**config.mk**
```make
export PLATFORM = sky130hd
export DESIGN_NAME = collision_event_scanner_flat
export DESIGN_NICKNAME = d
export VERILOG_FILES = /design/src/rtl/collision_event_scanner_if.sv /design/src/rtl/collision_event_scanner.sv /design/src/flat_wrapper.sv
export SDC_FILE = /design/constraint.sdc
export NUM_CORES = 1
export LEC_CHECK = 0
export BUFFER_PORTS_ARGS = -buffer_cell sky130_fd_sc_hd__buf_2
export CAP_MARGIN = 20
export CORE_UTILIZATION = 50
export CTS_CLUSTER_DIAMETER = 60
export DETAILED_ROUTE_END_ITERATION = 8
export GPL_ROUTABILITY_DRIVEN = 1
export PLACE_DENSITY = 0.71
export REMOVE_ABC_BUFFERS = 1
export SLEW_MARGIN = 30
export SYNTH_ARGS = -nofsm -noshare
export SYNTH_HDL_FRONTEND = slang
export SYNTH_SLANG_ARGS = --single-unit
```
**constraint.sdc**
```tcl
create_clock -name Clk -period 8.4 [get_ports Clk]
set_clock_uncertainty 0.1 [all_clocks]
set_input_delay 0.42 -clock Clk [delete_from_list [all_inputs] [get_ports Clk]]
set_output_delay 0.42 -clock Clk [all_outputs]
set_load 0.01 [all_outputs]
```
**src/rtl/collision_event_scanner_if.sv**
```systemverilog
// Event stream from the collision scanner to its consumer: valid/ready handshake
// carrying the hit kind and the entity indices involved.
interface collision_event_scanner_if;
   logic       evt_valid;
   logic       evt_ready;
   logic       evt_kind;
   logic [1:0] evt_a;
   logic [1:0] evt_b;

   modport master (output evt_valid, output evt_kind, output evt_a, output evt_b,
                   input  evt_ready);
   modport slave  (input  evt_valid, input  evt_kind, input  evt_a, input  evt_b,
                   output evt_ready);
endinterface

```
**src/rtl/collision_event_scanner.sv**
```systemverilog
// Per-frame collision scanner: snapshots four entities, runs four arena-edge
// checks then six pair checks (one per cycle), emitting each hit as an event.
module collision_event_scanner #(
   parameter int unsigned ARENA_W = 640,
   parameter int unsigned ARENA_H = 480
) (
   input  logic                         Clk,
   input  logic                         Reset,
   input  logic                         frame_start,
   input  logic [39:0]                  posX,
   input  logic [39:0]                  posY,
   input  logic [31:0]                  radius,
   input  logic [3:0]                   active,
   output logic                         busy,
   output logic                         done,
   output logic                         frame_missed,
   collision_event_scanner_if.master    evt
);

   localparam int unsigned N_ENT    = 4;
   localparam int unsigned POS_W    = 10;
   localparam int unsigned RAD_W    = 8;
   localparam int unsigned IDX_W    = 4;
   localparam int unsigned LAST_CHK = 9;

   typedef enum logic [1:0] {IDLE, SCAN, EMIT, FINISH} state_t;

   state_t                 state_q, state_d;
   logic [IDX_W-1:0]       idx_q, idx_d;
   logic [4*POS_W-1:0]     sx_q, sx_d, sy_q, sy_d;
   logic [4*RAD_W-1:0]     sr_q, sr_d;
   logic [N_ENT-1:0]       sact_q, sact_d;
   logic                   valid_q, valid_d;
   logic                   kind_q, kind_d;
   logic [1:0]             a_q, a_d, b_q, b_d;
   logic                   busy_q, busy_d;
   logic                   done_q, done_d;
   logic                   missed_q, missed_d;

   logic [POS_W-1:0]       ex [N_ENT];
   logic [POS_W-1:0]       ey [N_ENT];
   logic [RAD_W-1:0]       er [N_ENT];

   logic                   is_pair;
   logic [1:0]             ea, eb;
   logic [POS_W-1:0]       xa, xb, ya, yb, dx, dy;
   logic [RAD_W-1:0]       ra, rb;
   logic [RAD_W:0]         rsum;
   logic                   edge_hit, pair_hit, chk_active, hit, last_chk;

   // Unpack the snapshot into per-entity fields
   always_comb begin
      for (int k = 0; k < N_ENT; k++) begin
         ex[k] = sx_q[k*POS_W +: POS_W];
         ey[k] = sy_q[k*POS_W +: POS_W];
         er[k] = sr_q[k*RAD_W +: RAD_W];
      end
   end

   // Check index to entity selection: 0-3 edge tests, 4-9 pairs in fixed order
   always_comb begin
      is_pair = 1'b1;
      ea      = 2'd0;
      eb      = 2'd0;
      case (idx_q)
         4'd4:    begin ea = 2'd0; eb = 2'd1; end
         4'd5:    begin ea = 2'd0; eb = 2'd2; end
         4'd6:    begin ea = 2'd0; eb = 2'd3; end
         4'd7:    begin ea = 2'd1; eb = 2'd2; end
         4'd8:    begin ea = 2'd1; eb = 2'd3; end
         4'd9:    begin ea = 2'd2; eb = 2'd3; end
         default: begin is_pair = 1'b0; ea = idx_q[1:0]; end
      endcase
   end

   // Hit evaluation; edge sums carried at 11 bits so nothing wraps
   always_comb begin
      xa   = ex[ea];
      xb   = ex[eb];
      ya   = ey[ea];
      yb   = ey[eb];
      ra   = er[ea];
      rb   = er[eb];
      dx   = (xa >= xb) ? (xa - xb) : (xb - xa);
      dy   = (ya >= yb) ? (ya - yb) : (yb - ya);
      rsum = (RAD_W+1)'(ra) + (RAD_W+1)'(rb);

      edge_hit = (11'(ra) >= 11'(xa)) ||
                 ((11'(xa) + 11'(ra)) >= 11'(ARENA_W)) ||
                 (11'(ra) >= 11'(ya)) ||
                 ((11'(ya) + 11'(ra)) >= 11'(ARENA_H));
      pair_hit = (dx <= POS_W'(rsum)) && (dy <= POS_W'(rsum));

      chk_active = is_pair ? (sact_q[ea] && sact_q[eb]) : sact_q[ea];
      hit        = chk_active && (is_pair ? pair_hit : edge_hit);
      last_chk   = (idx_q == IDX_W'(LAST_CHK));
   end

   // Next-state and registered-output logic
   always_comb begin
      state_d  = state_q;
      idx_d    = idx_q;
      sx_d     = sx_q;
      sy_d     = sy_q;
      sr_d     = sr_q;
      sact_d   = sact_q;
      valid_d  = valid_q;
      kind_d   = kind_q;
      a_d      = a_q;
      b_d      = b_q;
      busy_d   = busy_q;
      done_d   = 1'b0;
      missed_d = frame_start && (state_q != IDLE);

      case (state_q)
         IDLE: begin
            if (frame_start) begin
               sx_d    = posX;
               sy_d    = posY;
               sr_d    = radius;
               sact_d  = active;
               idx_d   = '0;
               busy_d  = 1'b1;
               state_d = SCAN;
            end
         end
         SCAN: begin
            if (hit) begin
               valid_d = 1'b1;
               kind_d  = ~is_pair;
               a_d     = ea;
               b_d     = is_pair ? eb : 2'd0;
               state_d = EMIT;
            end else if (last_chk) begin
               done_d  = 1'b1;
               state_d = FINISH;
            end else begin
               idx_d   = idx_q + IDX_W'(1);
            end
         end
         EMIT: begin
            if (evt.evt_ready) begin
               valid_d = 1'b0;
               if (last_chk) begin
                  done_d  = 1'b1;
                  state_d = FINISH;
               end else begin
                  idx_d   = idx_q + IDX_W'(1);
                  state_d = SCAN;
               end
            end
         end
         FINISH: begin
            busy_d  = 1'b0;
            idx_d   = '0;
            state_d = IDLE;
         end
         default: state_d = IDLE;
      endcase
   end

   always_ff @(posedge Clk) begin
      if (Reset) begin
         state_q  <= IDLE;
         idx_q    <= '0;
         sx_q     <= '0;
         sy_q     <= '0;
         sr_q     <= '0;
         sact_q   <= '0;
         valid_q  <= 1'b0;
         kind_q   <= 1'b0;
         a_q      <= '0;
         b_q      <= '0;
         busy_q   <= 1'b0;
         done_q   <= 1'b0;
         missed_q <= 1'b0;
      end else begin
         state_q  <= state_d;
         idx_q    <= idx_d;
         sx_q     <= sx_d;
         sy_q     <= sy_d;
         sr_q     <= sr_d;
         sact_q   <= sact_d;
         valid_q  <= valid_d;
         kind_q   <= kind_d;
         a_q      <= a_d;
         b_q      <= b_d;
         busy_q   <= busy_d;
         done_q   <= done_d;
         missed_q <= missed_d;
      end
   end

   assign evt.evt_valid = valid_q;
   assign evt.evt_kind  = kind_q;
   assign evt.evt_a     = a_q;
   assign evt.evt_b     = b_q;
   assign busy          = busy_q;
   assign done          = done_q;
   assign frame_missed  = missed_q;

endmodule

```
**src/flat_wrapper.sv**
```systemverilog
// flat-port wrapper written by rule: the top's interface ports become plain ports
module collision_event_scanner_flat 
#(
   parameter int unsigned ARENA_W = 640,
   parameter int unsigned ARENA_H = 480
)
  (Clk, Reset, frame_start, posX, posY, radius, active, busy, done, frame_missed, evt_evt_valid, evt_evt_kind, evt_evt_a, evt_evt_b, evt_evt_ready);
  collision_event_scanner_if evt_i ();
  input  logic Clk;
  input  logic Reset;
  input  logic frame_start;
  input  logic [39:0] posX;
  input  logic [39:0] posY;
  input  logic [31:0] radius;
  input  logic [3:0] active;
  output logic busy;
  output logic done;
  output logic frame_missed;
  output wire logic [$bits(evt_i.evt_valid)-1:0] evt_evt_valid;
  output wire logic [$bits(evt_i.evt_kind)-1:0] evt_evt_kind;
  output wire logic [$bits(evt_i.evt_a)-1:0] evt_evt_a;
  output wire logic [$bits(evt_i.evt_b)-1:0] evt_evt_b;
  input wire logic [$bits(evt_i.evt_ready)-1:0] evt_evt_ready;
  assign evt_evt_valid = evt_i.evt_valid;
  assign evt_evt_kind = evt_i.evt_kind;
  assign evt_evt_a = evt_i.evt_a;
  assign evt_evt_b = evt_i.evt_b;
  assign evt_i.evt_ready = evt_evt_ready;
  collision_event_scanner #(.ARENA_W(ARENA_W), .ARENA_H(ARENA_H)) u_core (.Clk(Clk), .Reset(Reset), .frame_start(frame_start), .posX(posX), .posY(posY), .radius(radius), .active(active), .busy(busy), .done(done), .frame_missed(frame_missed), .evt(evt_i));
endmodule
```
# After elaboration in Yosys (flattened, before gate mapping)
# Index checks and enable logic that the tools add are counted.
# word_totals
ff_bits	131
latchBits	0
ram_bits	0
rom_bits	0
wordCells	122
mem_count	0
# classes
addsub	8
n_mul	0
n_div	0
order_cmp	12
eq_ne	14
n_shift	0
n_mux	50
n_bitwise	3
reduce_logical	22
# ops
op	n
$mux 10	10
$bmux 10 s2	4
$sub 10x10->10	4
$bmux 8 s2	2
$mux 8	4
$add 10x8->11	2
$ge 10x10->1	2
$ge 8x10->1	2
$le 10x9->1	2
$eq 4x3->1 const B	4
$mux 4	4
$pmux 4 s4	1
$mux 2	6
$pmux 2 s3	2
$ge 11x10->1 const B	1
$ge 11x9->1 const B	1
$mux 1	11
$add 8x8->9	1
$reduce_and 3->1	3
$eq 4x4->1 const B	2
$pmux 2 s4	1
$ge 3x3->1 const B	2
$lt 2x3->1 const B	2
$ne 2x2->1 const B	3
17 further kinds	33

# Depth between registers and ports, before layout
# depth
depth_word	16
depth_mapped	38

# Worst setup path after synthesis
# OpenSTA, ideal clock, no wires.
# synth_timing
path_type	reg-to-reg
from	register u_core.idx_q[0]
to	register u_core.b_q[0], in the netlist u_core.evt.evt_b[0]
arrival_time_ns	6.713
slack_ns	1.460
stages_incl_launch_ff	35
n_path_buf	5
synth_period_minus_slack_ns	6.940
cell_sequence	dfxtp_1 -> inv_1 -> ha_1 -> nor2_1 -> o221ai_1 -> nand2_1 -> clkbuf_1 -> clkbuf_1 -> buf_1 -> nand2_1 -> nand3_1 -> nand2_1 -> ha_1 -> a21o_1 -> a21oi_1 -> inv_1 -> a41oi_1 -> maj3_1 -> o31ai_4 -> clkbuf_1 -> mux2_2 -> ha_1 -> nor2b_1 -> o21ai_0 -> nand2b_1 -> a21oi_1 -> nor2_1 -> a211oi_1 -> o21ai_0 -> a221oi_1 -> a41o_1 -> and3_1 -> buf_2 -> mux2i_1 -> nor2_1
# synth_via
elab_chain_len	15
# synth_rtl
item	line	rtl
start: declaration	collision_event_scanner.sv:29	logic [IDX_W-1:0] idx_q, idx_d;
start signal: assignment	collision_event_scanner.sv:179	idx_q <= idx_d;
$eq 4x3->1 or $eq 4x4->1 (tied branches)	collision_event_scanner.sv:65	case (idx_q)
$reduce_or 3->1 (no line) or $reduce_or 2->1 (tied branches)	--	
$pmux 2 s3	collision_event_scanner.sv:65	
$not 2->3 (not written as such)	collision_event_scanner.sv:78, collision_event_scanner.sv:80, collision_event_scanner.sv:82	
$bmux 10 s2 or $bmux 8 s2 (tied branches)	collision_event_scanner.sv:78, collision_event_scanner.sv:82	
$mux 10 (not written as such) or $mux 8 (tied branches) (2 in a row)	collision_event_scanner.sv:78, collision_event_scanner.sv:82	
$add 10x8->11	collision_event_scanner.sv:89	((11'(xa) + 11'(ra)) >= 11'(ARENA_W)) ||
$ge 11x10->1	collision_event_scanner.sv:89	
$logic_or 1x1->1	collision_event_scanner.sv:88	edge_hit = (11'(ra) >= 11'(xa)) ||
$logic_or 1x1->1	collision_event_scanner.sv:89	
$logic_or 1x1->1	collision_event_scanner.sv:90	(11'(ra) >= 11'(ya)) ||
$mux 1	collision_event_scanner.sv:95	hit = chk_active && (is_pair ? pair_hit : edge_hit);
$logic_and 1x1->1	collision_event_scanner.sv:95	
$reduce_and 2->1 (no line)	--	
end signal: assignment	collision_event_scanner.sv:173	b_q <= '0;
end signal: assignment	collision_event_scanner.sv:187	b_q <= b_d;
end: declaration	collision_event_scanner.sv:35	logic [1:0] a_q, a_d, b_q, b_d;
# Parallel ways exist; a longest one is shown, timed or not. The select of a mux whose other input is x is not followed.
# A chain may end at the register's enable or synchronous reset.

# Worst setup path after layout
# layout_timing
from	register u_core.idx_q[2]
to	register u_core.kind_q, in the netlist u_core.evt.evt_kind
# layout_via
elab_chain_len	15
# layout_rtl
item	line	rtl
$eq 4x3->1 or $eq 4x4->1 (tied branches)	collision_event_scanner.sv:65	
$reduce_or 3->1 (no line) or $reduce_or 2->1 (tied branches)	--	
$pmux 2 s3	collision_event_scanner.sv:65	
$not 2->3 (not written as such)	collision_event_scanner.sv:78, collision_event_scanner.sv:80, collision_event_scanner.sv:82	
$bmux 10 s2 or $bmux 8 s2 (tied branches)	collision_event_scanner.sv:78, collision_event_scanner.sv:82	
$mux 10 (not written as such) or $mux 8 (tied branches) (2 in a row)	collision_event_scanner.sv:78, collision_event_scanner.sv:82	
$add 10x8->11	collision_event_scanner.sv:89	
$ge 11x10->1	collision_event_scanner.sv:89	
$logic_or 1x1->1	collision_event_scanner.sv:88	
$logic_or 1x1->1	collision_event_scanner.sv:89	
$logic_or 1x1->1	collision_event_scanner.sv:90	
$mux 1	collision_event_scanner.sv:95	
$logic_and 1x1->1	collision_event_scanner.sv:95	
$reduce_and 2->1 (no line)	--	
end signal: assignment	collision_event_scanner.sv:185	kind_q <= kind_d;
end: declaration	collision_event_scanner.sv:34	logic kind_q, kind_d;
# Parallel ways exist; a longest one is shown, timed or not. The select of a mux whose other input is x is not followed.

==> key figures <==
CTS
  • Clock sinks: around 130
  • CTS Buf Count: 17
  • CTS H-Tree Depth: 4
  • Worst-path clk slew: roughly 0.07 ns
  • Maximum clock insertion buffer count: 2
  • Hold Buf Count CTS: 0
  • Root Buffer: clkbuf_16
  • Post-CTS Repair Setup Buffers: 0
  • Post_cts resized: 0
  • Worst-skew pair later-pin latency: approximately 0.44 ns
  • TritonCTS clock tree: done

Detailed routing
  • Routed wire length: roughly 27000 µm
  • DRC: 0
  • Average wire per standard cell: about 16 µm
  • Routed vias/inst: about 5.6
  • Routed Antenna Nets: 0
  • Total number of vias: 9800
  • Router iterations before antenna repair: 5
  • DRT iter0 DRCs: around 640

Synthesis
  • Synth Cell Area: 9917 µm²
  • Synth Area in Adders: 14.65%
  • Synth Area in XOR/XNOR: slightly below 3%
  • Compound-Gate Fraction of Synth Area: between 20% and 30%
  • Sequential share of the synthesized area: 26.44%
  • Synth async-reset ratio: 0%
  • Top FF cell, synth: dfxtp_1
  • Mux cell area share after synthesis: between 3 and 4%
  • Post-synthesis simple-gate area fraction: about a quarter
  • Yosys warnings: 0
  • Register bit total from synthesis: roughly 130
  • Mean Syn Cell Area: ~7.1 µm²
  • Cell variety after synth: 65
  • Largest family of logic cells by synthesized area: simple AND/OR/NAND/NOR gates
  • Post-synth EDFFs: 0
  • Post-synthesis cell count: 1387

Timing
  • Worst slew margin: approximately two fifths
  • Fmax achieved: 0.1301 GHz
  • Period utilization: between 90% and 100%
  • Worst-Margin Slew: between 0.8 and 0.9 ns
  • Final Hold Fails: 0
  • Sum Neg Setup Slack: 0 ns
  • Final setup viols: 0
  • Slew Viols, Final: 0
  • Fin crit period: around 7.7 ns
  • RSZ-0062 raised after global routing: no

Layout
  • Fill cell count: about 1900
  • Area Overhead vs Synth: 14.32%
  • ANT cells: 0
  • NumNets Final: between 1500 and 2000
  • Fraction of layout cells with a size suffix above 1: a little over an eighth
  • Final instance area: 11340 µm²

Worst setup path
  • Crit path from: u_core.idx_q[2]$_SDFFE_PP0P_
  • CP Capture Type: flip-flop
  • RR Startpoint: u_core.idx_q[2]$_SDFFE_PP0P_
  • Worst Path Max Fanout: 18
  • Critical Path RT: ~8.6 ns
  • WP data arrival: between 7 and 8 ns
  • Crit path kind: reg2reg
  • Startpoint Class: flip-flop

Power
  • Pint: 2.096 mW
  • Total Power: 3.795 mW
  • Combinational share of power: 59.3%
  • Worst IR Drop VDD: about 0.17 mV
  • Leakage: approximately 4.9 nW
  • Switch Pwr: around 1.7 mW
  • Clock network fraction of design power: around a fifth
  • Sw Share: 44.77%
  • Flop pwr share: 21.4%
  • PwrDens: around 330 nW/µm²

Global routing
  • First-pass GRT wire length: between 40000 and 50000 µm
  • GRT Residual Overflow: 0
  • Total GRT Usage: between 20% and 30%
  • Antenna violations before repair: 0
  • Largest net degree at the start of global routing: 71
  • Vias in the first global route: between 9000 and 10000

Placed design
  • Routability cong.: around 0.93
  • Post-DP Area: about 11000 µm²
  • PortBufs: ~130
  • HPWL after detailed placement: roughly 20000 µm

Die
  • Row count: 51
  • Die width: approximately 140 µm
  • Die Ht: 142.8 µm
  • IO Pins: 129
  • Core Box Area: about 19000 µm²
  • Initial Util: 50.95%
  • Die area: 20400 µm²

Job
  • Max Cap Viol: 0

Hold path
  • HP Start: posX[9]
  • Hold Path Class: in2reg

Run status
  • Outcome: complete, no violations
[per-stage QoR]
| stage | utilization, % | hold slack (ns) | worst slack, ns | std cells |
|---|---|---|---|---|
| 2_1_floorplan | - | 0.3352 | 0.7999 | 1308 |
| 3_3_place_gp | 55.27 | 0.3612 | 1.042 | 1720 |
| 3_5_place_dp | 55.27 | 0.3642 | 0.9043 | 1720 |
| 4_1_cts | 58.25 | 0.1022 | 0.8195 | 1752 |
| 5_1_grt | 58.25 | 0.1134 | 0.08031 | 1752 |
| 6_report | 58.25 | 0.1096 | 0.7115 | 1752 |
[placed cells by master (no fill, tap or decap), drive strengths merged, types with 6 or more instances in the layout]
master / instances
inv: 76
and3: 10
mux2: 6
a21oi: 201
mux2i: 26
xnor2: 24
a21o: 25
nand2b: 8
clkinv: 8
a221o: 28
fa: 7
xor2: 9
nor3: 6
a31oi: 15
nand3: 44
clkbuf: 20
nand2: 417
buf: 147
o21ai: 29
nor2: 36
maj3: 6
nor2b: 6
ha: 100
dfxtp: 131
o21bai: 14
and2: 12
a211oi: 9
[worst paths after layout]
kind	endpoint	slack [ns]	cells past startpoint
setup / recovery	u_core.evt.evt_kind$_SDFFE_PP0P_	0.71	27
hold / removal	u_core.sx_q[9]$_SDFFE_PP0P_	0.11	3
setup reg to reg	u_core.evt.evt_kind$_SDFFE_PP0P_	0.71	27
hold reg to reg	u_core.sy_q[17]$_SDFFE_PP0P_	0.37	2
[synthesized netlist by cell type (5+ instances only)]
cell type  count  area [µm²]
a211oi_1       9       67.56
a21o_1        25       187.7
a21oi_1      201        1006
a221o_1       28       280.3
a31oi_1       15       93.84
and2_1        12       75.07
and3_1        10       62.56
buf_1         12       45.04
buf_2          5       25.02
clkbuf_1      62       232.7
dfxtp_1      131        2623
fa_1           7       140.1
ha_1         100        1251
inv_1         73       274.0
maj3_1         5       50.05
mux2_2         6       67.56
mux2i_1       26       260.3
nand2_1      417        1565
nand2b_1       8       50.05
nand3_1       44       220.2
nand4_1        5       31.28
nor2_1        36       135.1
nor2b_1        6       37.54
nor3_1         6       30.03
o21a_1         5       37.54
o21ai_0       27       135.1
o21bai_1      14       105.1
xnor2_1       24       210.2
xor2_1         9       78.83
[critical path, cell delays in order, from the launching register on]
cell,delay [ns]
dfxtp_1,0.74
nand2b_1,0.25
o221ai_1,0.41
nand2_1,0.56
buf_4,0.37
nand2_1,0.07
nand3_1,0.07
and2_1,0.23
fa_1,0.45
a21o_1,0.16
a21oi_1,0.22
inv_1,0.08
a41oi_1,0.19
maj3_1,0.26
o31ai_4,0.16
o311ai_0,0.44
a21oi_1,0.15
o21ai_0,0.24
nand2_1,0.11
xor2_1,0.16
ha_1,0.31
nand3_1,0.08
or3_1,0.33
a221oi_1,0.26
a41o_1,0.34
and3_1,0.46
mux2i_1,0.25
nor2_1,0.05
[sequential cells by signal, indices dropped and copies added, names as in the netlist, 2 cells and up]
| signal | count |
|---|---|
| u_core.state_q | 2 |
| u_core.evt.evt_b | 2 |
| u_core.sr_q | 32 |
| u_core.sact_q | 4 |
| u_core.sx_q | 40 |
| u_core.idx_q | 4 |
| u_core.sy_q | 40 |
| u_core.evt.evt_a | 2 |
[power groups by stage]
stage          logic (mW)  clock network [mW]  registers [mW]
6_report             2.25               0.731           0.813
5_1_grt              2.54               0.766           0.825
4_1_cts              2.24               0.740           0.810
3_5_place_dp         2.22                   0           0.823
3_3_place_gp         2.18                   0           0.822
2_1_floorplan        1.72                   0           0.794
[routing by layer]
| metal | vias to the layer above | share of wire (%) | track usage (%) |
|---|---|---|---|
| met4 | 0 | 1.9 | 10.07 |
| met2 | 321 | 47 | 45.15 |
| met3 | 44 | 5.2 | 4.527 |
| li1 | 4923 | - | - |
| met5 | - | 0 | 0 |
| met1 | 4512 | 46 | 34.56 |
[final cells by class]
| cell class | count | area, µm² | share of cell area (%) |
|---|---|---|---|
| tap | 265 | 331.6 | 2.925 |
| clock inverter | 12 | 122.6 | 1.082 |
| clock buffer | 20 | 456.7 | 4.028 |
| sequential | 131 | 2623 | 23.13 |
| timing repair buffer | 147 | 785.8 | 6.931 |
| multi-input combinational | 1104 | 6744 | 59.49 |
| inverter | 73 | 274.0 | 2.417 |
[cells by family after synthesis]
| family | Yosys count |
|---|---|
| flip-flops | 131 |
| AO/OA/AOI/OAI | 365 |
| XOR/XNOR | 33 |
| adder cells (fa/ha/maj) | 113 |
| multiplexers | 32 |
| AND/OR/NAND/NOR | 561 |
| buffers and inverters | 152 |
(Power assumes the default switching activity.)
